===== config.mk =====
export PLATFORM = sky130hd
export DESIGN_NAME = snoopy_bus_arbiter
export DESIGN_NICKNAME = d
export VERILOG_FILES = /design/src/rtl/snoopy_bus_arbiter_pkg.sv /design/src/rtl/snoopy_bus_arbiter_round_robin_select.sv /design/src/rtl/snoopy_bus_arbiter.sv
export SDC_FILE = /design/constraint.sdc
export NUM_CORES = 1
export LEC_CHECK = 0
export BUFFER_PORTS_ARGS = -buffer_cell sky130_fd_sc_hd__buf_2
export CAP_MARGIN = 5
export CORE_MARGIN = 2
export CORE_UTILIZATION = 50
export DETAILED_ROUTE_END_ITERATION = 12
export PLACE_DENSITY_LB_ADDON = 0.05
export SLEW_MARGIN = 30
export SYNTH_ARGS = -nofsm -noshare
export SYNTH_HDL_FRONTEND = slang
export SYNTH_HIERARCHICAL = 1
export SYNTH_SLANG_ARGS = --single-unit

===== constraint.sdc =====
create_clock -name clock -period 2.1 [get_ports clock]
set_input_delay 0.63 -clock clock [delete_from_list [all_inputs] [get_ports clock]]
set_output_delay 0.63 -clock clock [all_outputs]
set_load 0.1 [all_outputs]

===== src/rtl/snoopy_bus_arbiter_pkg.sv =====
// -----------------------------------------------------------------------------
// arbiter package
// Shared types and helpers for the snoopy bus arbiter:
//   ArbiterState : FSM encoding (IDLE while the bus is free, GRANTED while a
//                  CPU-side controller owns it).
//   oneHot()     : index to one-hot vector, MAX_CACHES bits wide; callers
//                  size-cast the result down to their own port width.
// -----------------------------------------------------------------------------
package arbiter;

   // Widest arbiter the helpers support; oneHot() indexes with INDEX_BITS.
   localparam int MAX_CACHES = 32;
   localparam int INDEX_BITS = 5;

   typedef enum logic [0:0] {
      IDLE    = 1'b0,
      GRANTED = 1'b1
   } ArbiterState;

   function automatic logic [MAX_CACHES-1:0] oneHot(input logic [INDEX_BITS-1:0] index);
      logic [MAX_CACHES-1:0] result;
      result        = {MAX_CACHES{1'b0}};
      result[index] = 1'b1;
      return result;
   endfunction

endpackage


===== src/rtl/snoopy_bus_arbiter_round_robin_select.sv =====
// -----------------------------------------------------------------------------
// round_robin_select
// Combinational search for the first set bit of a request vector, scanning
// upward from a start index and wrapping past the top. With startIndex tied
// to zero it degenerates to a fixed lowest-index-wins priority encoder.
// Ports:
//   requests   in  [WIDTH]       request vector
//   startIndex in  [INDEX_WIDTH] first position examined (must be < WIDTH)
//   found      out               any request set
//   index      out [INDEX_WIDTH] selected position (0 when found is low)
// -----------------------------------------------------------------------------
module round_robin_select #(
   parameter int WIDTH       = 4,
   parameter int INDEX_WIDTH = $clog2(WIDTH)
) (
   input  logic [WIDTH-1:0]       requests,
   input  logic [INDEX_WIDTH-1:0] startIndex,
   output logic                   found,
   output logic [INDEX_WIDTH-1:0] index
);

   logic [INDEX_WIDTH-1:0] candidate_s;

   // Walk offsets from farthest to nearest so the nearest hit is the last write.
   always_comb begin
      found       = 1'b0;
      index       = {INDEX_WIDTH{1'b0}};
      candidate_s = {INDEX_WIDTH{1'b0}};
      for (int offset = WIDTH - 1; offset >= 0; offset--) begin
         candidate_s = INDEX_WIDTH'(((int'(startIndex) + offset) >= WIDTH)
                                    ? (int'(startIndex) + offset - WIDTH)
                                    : (int'(startIndex) + offset));
         found       = found | requests[candidate_s];
         index       = requests[candidate_s] ? candidate_s : index;
      end
   end

endmodule


===== src/rtl/snoopy_bus_arbiter.sv =====
// -----------------------------------------------------------------------------
// snoopy_bus_arbiter
// Grants the shared snoopy bus to one CPU-side controller at a time
// (round-robin, the previous owner has lowest priority) and, while a CPU
// transaction is open, grants data-supply rights to at most one other
// cache's snoopy controller (fixed priority, lowest index wins).
// Ports:
//   clock           in               rising-edge clock
//   reset           in               synchronous, active-high
//   cpuRequests     in  [N]          CPU controller bus requests (held)
//   snoopyRequests  in  [N]          snoopy controller supply requests
//   cpuGrants       out [N]          one-hot or zero, registered
//   snoopyGrants    out [N]          one-hot or zero, registered, never the owner
//   busOwner        out [clog2(N)]   current CPU grantee, valid while busBusy
//   busBusy         out              high while cpuGrants is non-zero
// -----------------------------------------------------------------------------
module snoopy_bus_arbiter
   import arbiter::*;
#(
   parameter int NUMBER_OF_CACHES = 4
) (
   input  logic                                clock,
   input  logic                                reset,
   input  logic [NUMBER_OF_CACHES-1:0]         cpuRequests,
   input  logic [NUMBER_OF_CACHES-1:0]         snoopyRequests,
   output logic [NUMBER_OF_CACHES-1:0]         cpuGrants,
   output logic [NUMBER_OF_CACHES-1:0]         snoopyGrants,
   output logic [$clog2(NUMBER_OF_CACHES)-1:0] busOwner,
   output logic                                busBusy
);

   localparam int OWNER_WIDTH = $clog2(NUMBER_OF_CACHES);
   localparam logic [OWNER_WIDTH-1:0] LAST_CACHE = OWNER_WIDTH'(NUMBER_OF_CACHES - 1);
   localparam logic [NUMBER_OF_CACHES-1:0] NO_GRANT = {NUMBER_OF_CACHES{1'b0}};

   ArbiterState                 state_r;
   logic [OWNER_WIDTH-1:0]      lastOwner_r;

   logic [OWNER_WIDTH-1:0]      cpuStart_s;
   logic                        cpuFound_s;
   logic [OWNER_WIDTH-1:0]      cpuSelect_s;
   logic [NUMBER_OF_CACHES-1:0] ownerMask_s;
   logic [NUMBER_OF_CACHES-1:0] snoopyEligible_s;
   logic                        snoopyFound_s;
   logic [OWNER_WIDTH-1:0]      snoopySelect_s;

   // CPU search starts one past the previous owner, wrapping at the top.
   assign cpuStart_s = (lastOwner_r == LAST_CACHE) ? {OWNER_WIDTH{1'b0}}
                                                   : lastOwner_r + OWNER_WIDTH'(1);

   // The bus owner never supplies data to its own transaction.
   assign ownerMask_s      = NUMBER_OF_CACHES'(oneHot(INDEX_BITS'(busOwner)));
   assign snoopyEligible_s = snoopyRequests & ~ownerMask_s;

   round_robin_select #(
      .WIDTH       (NUMBER_OF_CACHES),
      .INDEX_WIDTH (OWNER_WIDTH)
   ) cpuSelect (
      .requests   (cpuRequests),
      .startIndex (cpuStart_s),
      .found      (cpuFound_s),
      .index      (cpuSelect_s)
   );

   round_robin_select #(
      .WIDTH       (NUMBER_OF_CACHES),
      .INDEX_WIDTH (OWNER_WIDTH)
   ) snoopySelect (
      .requests   (snoopyEligible_s),
      .startIndex ({OWNER_WIDTH{1'b0}}),
      .found      (snoopyFound_s),
      .index      (snoopySelect_s)
   );

   // Arbitration FSM; every output is a register written only here.
   always_ff @(posedge clock) begin
      if (reset) begin
         state_r      <= IDLE;
         lastOwner_r  <= LAST_CACHE;
         busOwner     <= {OWNER_WIDTH{1'b0}};
         busBusy      <= 1'b0;
         cpuGrants    <= NO_GRANT;
         snoopyGrants <= NO_GRANT;
      end else begin
         case (state_r)
            IDLE: begin
               snoopyGrants <= NO_GRANT;
               if (cpuFound_s) begin
                  state_r   <= GRANTED;
                  busOwner  <= cpuSelect_s;
                  busBusy   <= 1'b1;
                  cpuGrants <= NUMBER_OF_CACHES'(oneHot(INDEX_BITS'(cpuSelect_s)));
               end else begin
                  state_r   <= IDLE;
                  busBusy   <= 1'b0;
                  cpuGrants <= NO_GRANT;
               end
            end

            GRANTED: begin
               if (!cpuRequests[busOwner]) begin
                  // Owner released: both grants drop together, one idle gap follows.
                  state_r      <= IDLE;
                  lastOwner_r  <= busOwner;
                  busBusy      <= 1'b0;
                  cpuGrants    <= NO_GRANT;
                  snoopyGrants <= NO_GRANT;
               end else if (snoopyGrants == NO_GRANT) begin
                  snoopyGrants <= snoopyFound_s
                                  ? NUMBER_OF_CACHES'(oneHot(INDEX_BITS'(snoopySelect_s)))
                                  : NO_GRANT;
               end else if ((snoopyGrants & snoopyRequests) == NO_GRANT) begin
                  // Grantee dropped its request; re-arbitrate only from the next cycle.
                  snoopyGrants <= NO_GRANT;
               end else begin
                  snoopyGrants <= snoopyGrants;
               end
            end

            default: begin
               state_r      <= IDLE;
               lastOwner_r  <= LAST_CACHE;
               busOwner     <= {OWNER_WIDTH{1'b0}};
               busBusy      <= 1'b0;
               cpuGrants    <= NO_GRANT;
               snoopyGrants <= NO_GRANT;
            end
         endcase
      end
   end

endmodule

==> out/metrics.yaml, run 1 <==
period_minus_slack_ps: 1790
startpoint_type: "register"
cp_top_family: "buffers and inverters"
tightestPinTransition_ps: 584
cts_hold_buf: 0
drive_gt1_share_pct: 25.0
start_util_pct: 53.7
slew_viol_final: 0
die_w_um: 44.2
syn_area_um2: 810
critPathMaxStageDelay_ps: 460
worst_setup_path_end_kind: "primary output"
worstPathRequired_ps: 1470
core_mm2: 0.00151
syn_to_final_growth_pct: 20.7
wl_per_cell_um: 12.1
yosys-top-cells-count: "dfxtp_1, nor2_1, a21oi_1, nand2b_1, o21ai_0"
post-route-cell-area_um2: 977
placedCellCount: 137
ir_drop_uv: 564
dieArea_mm2: 0.00196
totalWireLength_um: 1690
avgSynthCellArea_um2: 8.61
drv_cap: 0
power_leakage_nw: 0.430
yosysMostFrequentCell: "dfxtp_1"
fin_util_pct: 64.9
drtIter0Drc: 13
ant_nets: 0
post_cts_buffers: 0
async_flop_share_pct: 0
grt_pass1_vias: 711
fin_tns_setup_ps: 0
ys.flop_type: "dfxtp_1"
fp.dieH_um: 44.2
cts_sinks: 14
regArea_um2: 283
path_max_fanout: 8
multi_input_area_um2: 526
clkSlewWorstSetupHoldPaths_ps: 80
clock-root-buffer: "clkbuf_4"
finalClockSkew_ps: 5.89
clock_path_buffers: 2
cts_inserted_buffers: 3
met1_usage_pct: 25.8
slew_headroom_pct: 60.7
p_total_w: 0.000796
nets: 137
place_area_um2: 955
dr_total_vias: 748
synth_area_leaders: "dfxtp_1, mux2i_1, nor2_1"
power.density_mw_per_mm2: 814
grtUsageMet3_pct: 2.45
yosysUniqueCellTypes: 31
synth-seq-cells: 14
yosysWarnings: 6
ioPinCount: 21
max_freq_mhz: 559
fillers: 137
busiest_layer: "met2"
ys_seq_area_share_pct: 34.6
worstPathArrival_ps: 1160
gp_congestion: 0.846
use_met2_pct: 31.5
track_usage_pct: 19.7
drc_errors: 0
yosys.area.top_type: "dfxtp_1"
period_share_pct: 85.1
crit_path_top_delay_cell: "buf_2"
synth_top_area_share_pct: 34.6
critPathKind: "register to primary output"
hold_violations: 0
overflow: 0
dp_hpwl_um: 1350
grt_max_degree: 10
crit_chain: "buf_2"
stdcell_count: 140
io_buffers: 20
synth_edf_count: 0
grt_pass1_wl_um: 2870
clk_latency_ps: 270
dr.pass1.iters: 4
crit_buf_inv: 1
hold_class: "register to register"
vias_per_cell: 5.34
rsz0062_at_grt: "no"
antenna_found_initial: 0
cts_resized: 0
status: "finished clean"
htreeDepth: 1
cts_tree: "built"
antennaDiodeCount: 0
final-setup-viol-count: 0
rows: 14
synthCells: 94
state kept, by name (all words and copies together), names as in the netlist:
signal        flops
cpuGrants         4
snoopyGrants      4
busOwner          2
lastOwner_r       2
busBusy           1
state_r           1
layer usage:
metal	vias to the layer above	routed length, um
li1	398	-
met1	333	852
met2	13	756
met3	4	51
met4	0	33
met5	-	0
cell usage in the layout, fill, tap and decap left out, types with 2 or more instances in the layout:
cell,synthesis,layout
a211oi_1,2,2
a211oi_2,2,2
a21boi_0,2,2
a21oi_1,7,7
a22o_1,2,2
buf_2,0,20
clkbuf_4,0,3
conb_1,1,9
dfxtp_1,14,12
dfxtp_2,0,2
inv_1,5,5
mux2i_1,5,5
nand2_1,5,5
nand2b_1,6,6
nand3_1,3,3
nand4b_1,2,2
nor2_1,11,11
nor3b_1,3,3
o21a_1,2,2
o21ai_0,6,6
o2bb2ai_1,3,3
kinds of logic after synthesis:
group,Yosys count,synth area share (%)
flops,14,34.6
fa+ha+maj,1,1.55
simple gates,35,24.0
other cells,1,0.463
compound gates,29,24.9
mux,7,10.4
buf+inv,7,4.17
worst paths after layout:
| check | endpoint | from | cells past startpoint | slack (ps) |
|---|---|---|---|---|
| min | cpuGrants[3] | cpuGrants[3] | 2 | 460 |
| max reg2reg | snoopyGrants[1] | busOwner[1] | 7 | 460 |
| max | busOwner[1] | busOwner[1] | 1 | 310 |
| min reg2reg | cpuGrants[3] | cpuGrants[3] | 2 | 460 |
worst reg2reg max path: cells and delay by family (launching register included):
| kind | cells | cell delay (ps) |
|---|---|---|
| buf+inv | 2 | 260 |
| simple gates | 1 | 150 |
| compound gates | 4 | 730 |
| flops | 1 | 420 |
cell type report:
| type | count | area share (%) |
|---|---|---|
| Inverter | 5 | 1.92 |
| Clock buffer | 3 | 2.30 |
| Tap cell | 16 | 2.05 |
| Timing Repair Buffer | 21 | 11.0 |
| Multi-Input combinational cell | 81 | 53.8 |
| Sequential cell | 14 | 28.9 |
where the power goes:
group,total [W],internal [W],switching [W]
combinational,0.000329,0.0000950,0.000233
clock,0.000147,0.0000664,0.0000803
sequential,0.000321,0.000293,0.0000274
metrics by stage:
| step | setup slack (ps) | hold slack, ps |
|---|---|---|
| final | 312 | 457 |
| after global routing | 269 | 491 |
| after CTS | 305 | 458 |
| after detailed placement | 253 | 439 |
| after global placement | 326 | 435 |
| after floorplan | 91.5 | 478 |
(Power assumes the default switching activity.)
==> inputs of run 2 (changes only) <==
--- a/config.mk
+++ b/config.mk
@@ -8,7 +8,7 @@
 export BUFFER_PORTS_ARGS = -buffer_cell sky130_fd_sc_hd__buf_2
 export CAP_MARGIN = 5
 export CORE_MARGIN = 2
-export CORE_UTILIZATION = 50
+export CORE_UTILIZATION = 45
 export DETAILED_ROUTE_END_ITERATION = 12
 export PLACE_DENSITY_LB_ADDON = 0.05
 export SLEW_MARGIN = 30
==> constraint.sdc (replaced) <==
create_clock -name clock -period 1.6 [get_ports clock]
set_input_delay 0.48 -clock clock [delete_from_list [all_inputs] [get_ports clock]]
set_output_delay 0.48 -clock clock [all_outputs]
set_load 0.1 [all_outputs]
==> run 2 against run 1 <==
  * Via count increased by 3.5%
  * Critical path depth stayed put
  * Clock skew is 2.9 ps lower
  * Die area rose by 10%
==> out/metrics.yaml, run 2 (same netlist as run 1, synthesis figures left out) <==
track_usage_pct: 19.0
rsz0062_at_grt: "no"
dr.pass1.iters: 4
nets: 140
ff2ff_setup_slack_ps: 120
cts_tree: "built"
grt_max_degree: 10
clock_path_buffers: 2
max_freq_mhz: 657
startpoint_type: "register"
final_cell_mix: "buf_2, dfxtp_1, nor2_1, conb_1, a21oi_1"
drc_errors: 0
power_leakage_nw: 0.454
cp_top_family: "buffers and inverters"
top_regs: "cpuGrants x4, snoopyGrants x4"
finalClockSkew_ps: 3.02
ioPinCount: 21
worstPathArrival_ps: 1040
final-setup-viol-count: 0
overflow: 0
die_w_um: 46.4
p_total_w: 0.00111
critPathKind: "register to primary output"
place_area_mm2: 0.00102
holdPathStages: 2
ir_drop_uv: 723
worstHoldStart: "reset"
ant_nets: 0
vias_per_cell: 5.06
antennaDiodeCount: 0
status: "finished clean"
worst_setup_path_end_kind: "primary output"
post-route-cell-area_mm2: 0.00108
slew_headroom_pct: 58.5
dp_hpwl_um: 1350
antenna_found_initial: 0
dr_total_vias: 774
crit_path_top_delay_cell: "buf_2"
power.density_mw_per_mm2: 1020
fin_util_pct: 63.3
io_buffers: 20
hold_end: "busOwner[1]"
cts_inserted_buffers: 3
htreeDepth: 1
tightestPinTransition_ps: 616
syn_to_final_growth_pct: 33.5
final_common_cell: "buf_2"
clock-root-buffer: "clkbuf_4"
totalWireLength_um: 1750
rows: 15
worstPathRequired_ps: 1120
crit_buf_inv: 1
hold_violations: 0
period_share_pct: 95.1
r2r-start: "busOwner[0]"
cts_sinks: 14
start_util_pct: 47.4
holdWs_ps: 411
critPathMaxStageDelay_ps: 420
crit_chain: "buf_2"
slew_viol_final: 0
gp_congestion: 0.781
drv_cap: 0
fp.dieH_um: 46.4
reg2reg_depth: 3
fillers: 160
wl_per_cell_um: 11.5
drtIter0Drc: 12
rr_endpoint: "busBusy"
grt_pass1_vias: 673
dieArea_mm2: 0.00215
period_minus_slack_ps: 1520
path_max_fanout: 2
clkSlewWorstSetupHoldPaths_ps: 80
grt_pass1_wl_um: 2860
clk_latency_ps: 280
hold_class: "primary input to register"
drive_gt1_share_pct: 30.5
core_mm2: 0.00171
[run 2: worst max-delay path by stage]
stage / from / slack [ps] / endpoint / depth (start not counted)
floorplan: busOwner[0] / -80 / busBusy / 4
global placement: cpuRequests[3] / -20 / busBusy / 4
detailed placement: cpuRequests[3] / -40 / busBusy / 4
CTS: lastOwner_r[0] / 10 / cpuGrants[3] / 7
global route: cpuGrants[1] / 30 / cpuGrants[1] / 1
finish: cpuGrants[3] / 80 / cpuGrants[3] / 1
[run 2: per-stage QoR]
stage | setup WS, ps | setup TNS [ps] | std cells
floorplan | -76.0 | -214 | 102
global placement | -16.4 | -16.4 | 148
detailed placement | -35.4 | -36.0 | 148
CTS | 10.3 | 0 | 152
global route | 26.1 | 0 | 153
finish | 77.9 | 0 | 153
[run 2: layout make-up]
type                    count  area (um^2)  share of cell area, %
multi-input cells          81          547                   50.6
flip-flops and latches     14          288                   26.6
repair buffers             24          170                   15.7
well taps                  25         31.3                   2.89
clock buffers               3         22.5                   2.08
inverters                   5         18.8                   1.74
clock inverters             1         3.75                  0.347
[run 2: what timing repair did]
| action | 4_1_cts | 5_1_grt |
|---|---|---|
| hold endpoints to repair | 0 | 0 |
| buffers inserted | 0 | 1 |
| hold buffers | 0 | 0 |
| endpoints found under the setup margin | 2 | 8 |
| pin swaps | 0 | 1 |
| gates resized for setup | 2 | 5 |
[run 2: metal layers]
metal | up-vias | share of wire [%] | global-route usage, % | wire length [um]
met3 | 3 | 4.6 | 3.92 | 81
met5 | - | 0 | 0 | 0
met1 | 349 | 49 | 23.9 | 856
met2 | 21 | 45 | 29.4 | 784
li1 | 401 | - | - | -
met4 | 0 | 1.7 | 12.0 | 29
[run 2: report_power, final]
part | total (W) | internal, W | switching [W]
Clock | 0.000203 | 0.0000906 | 0.000112
Sequential | 0.000427 | 0.000385 | 0.0000419
Combinational | 0.000477 | 0.000164 | 0.000313
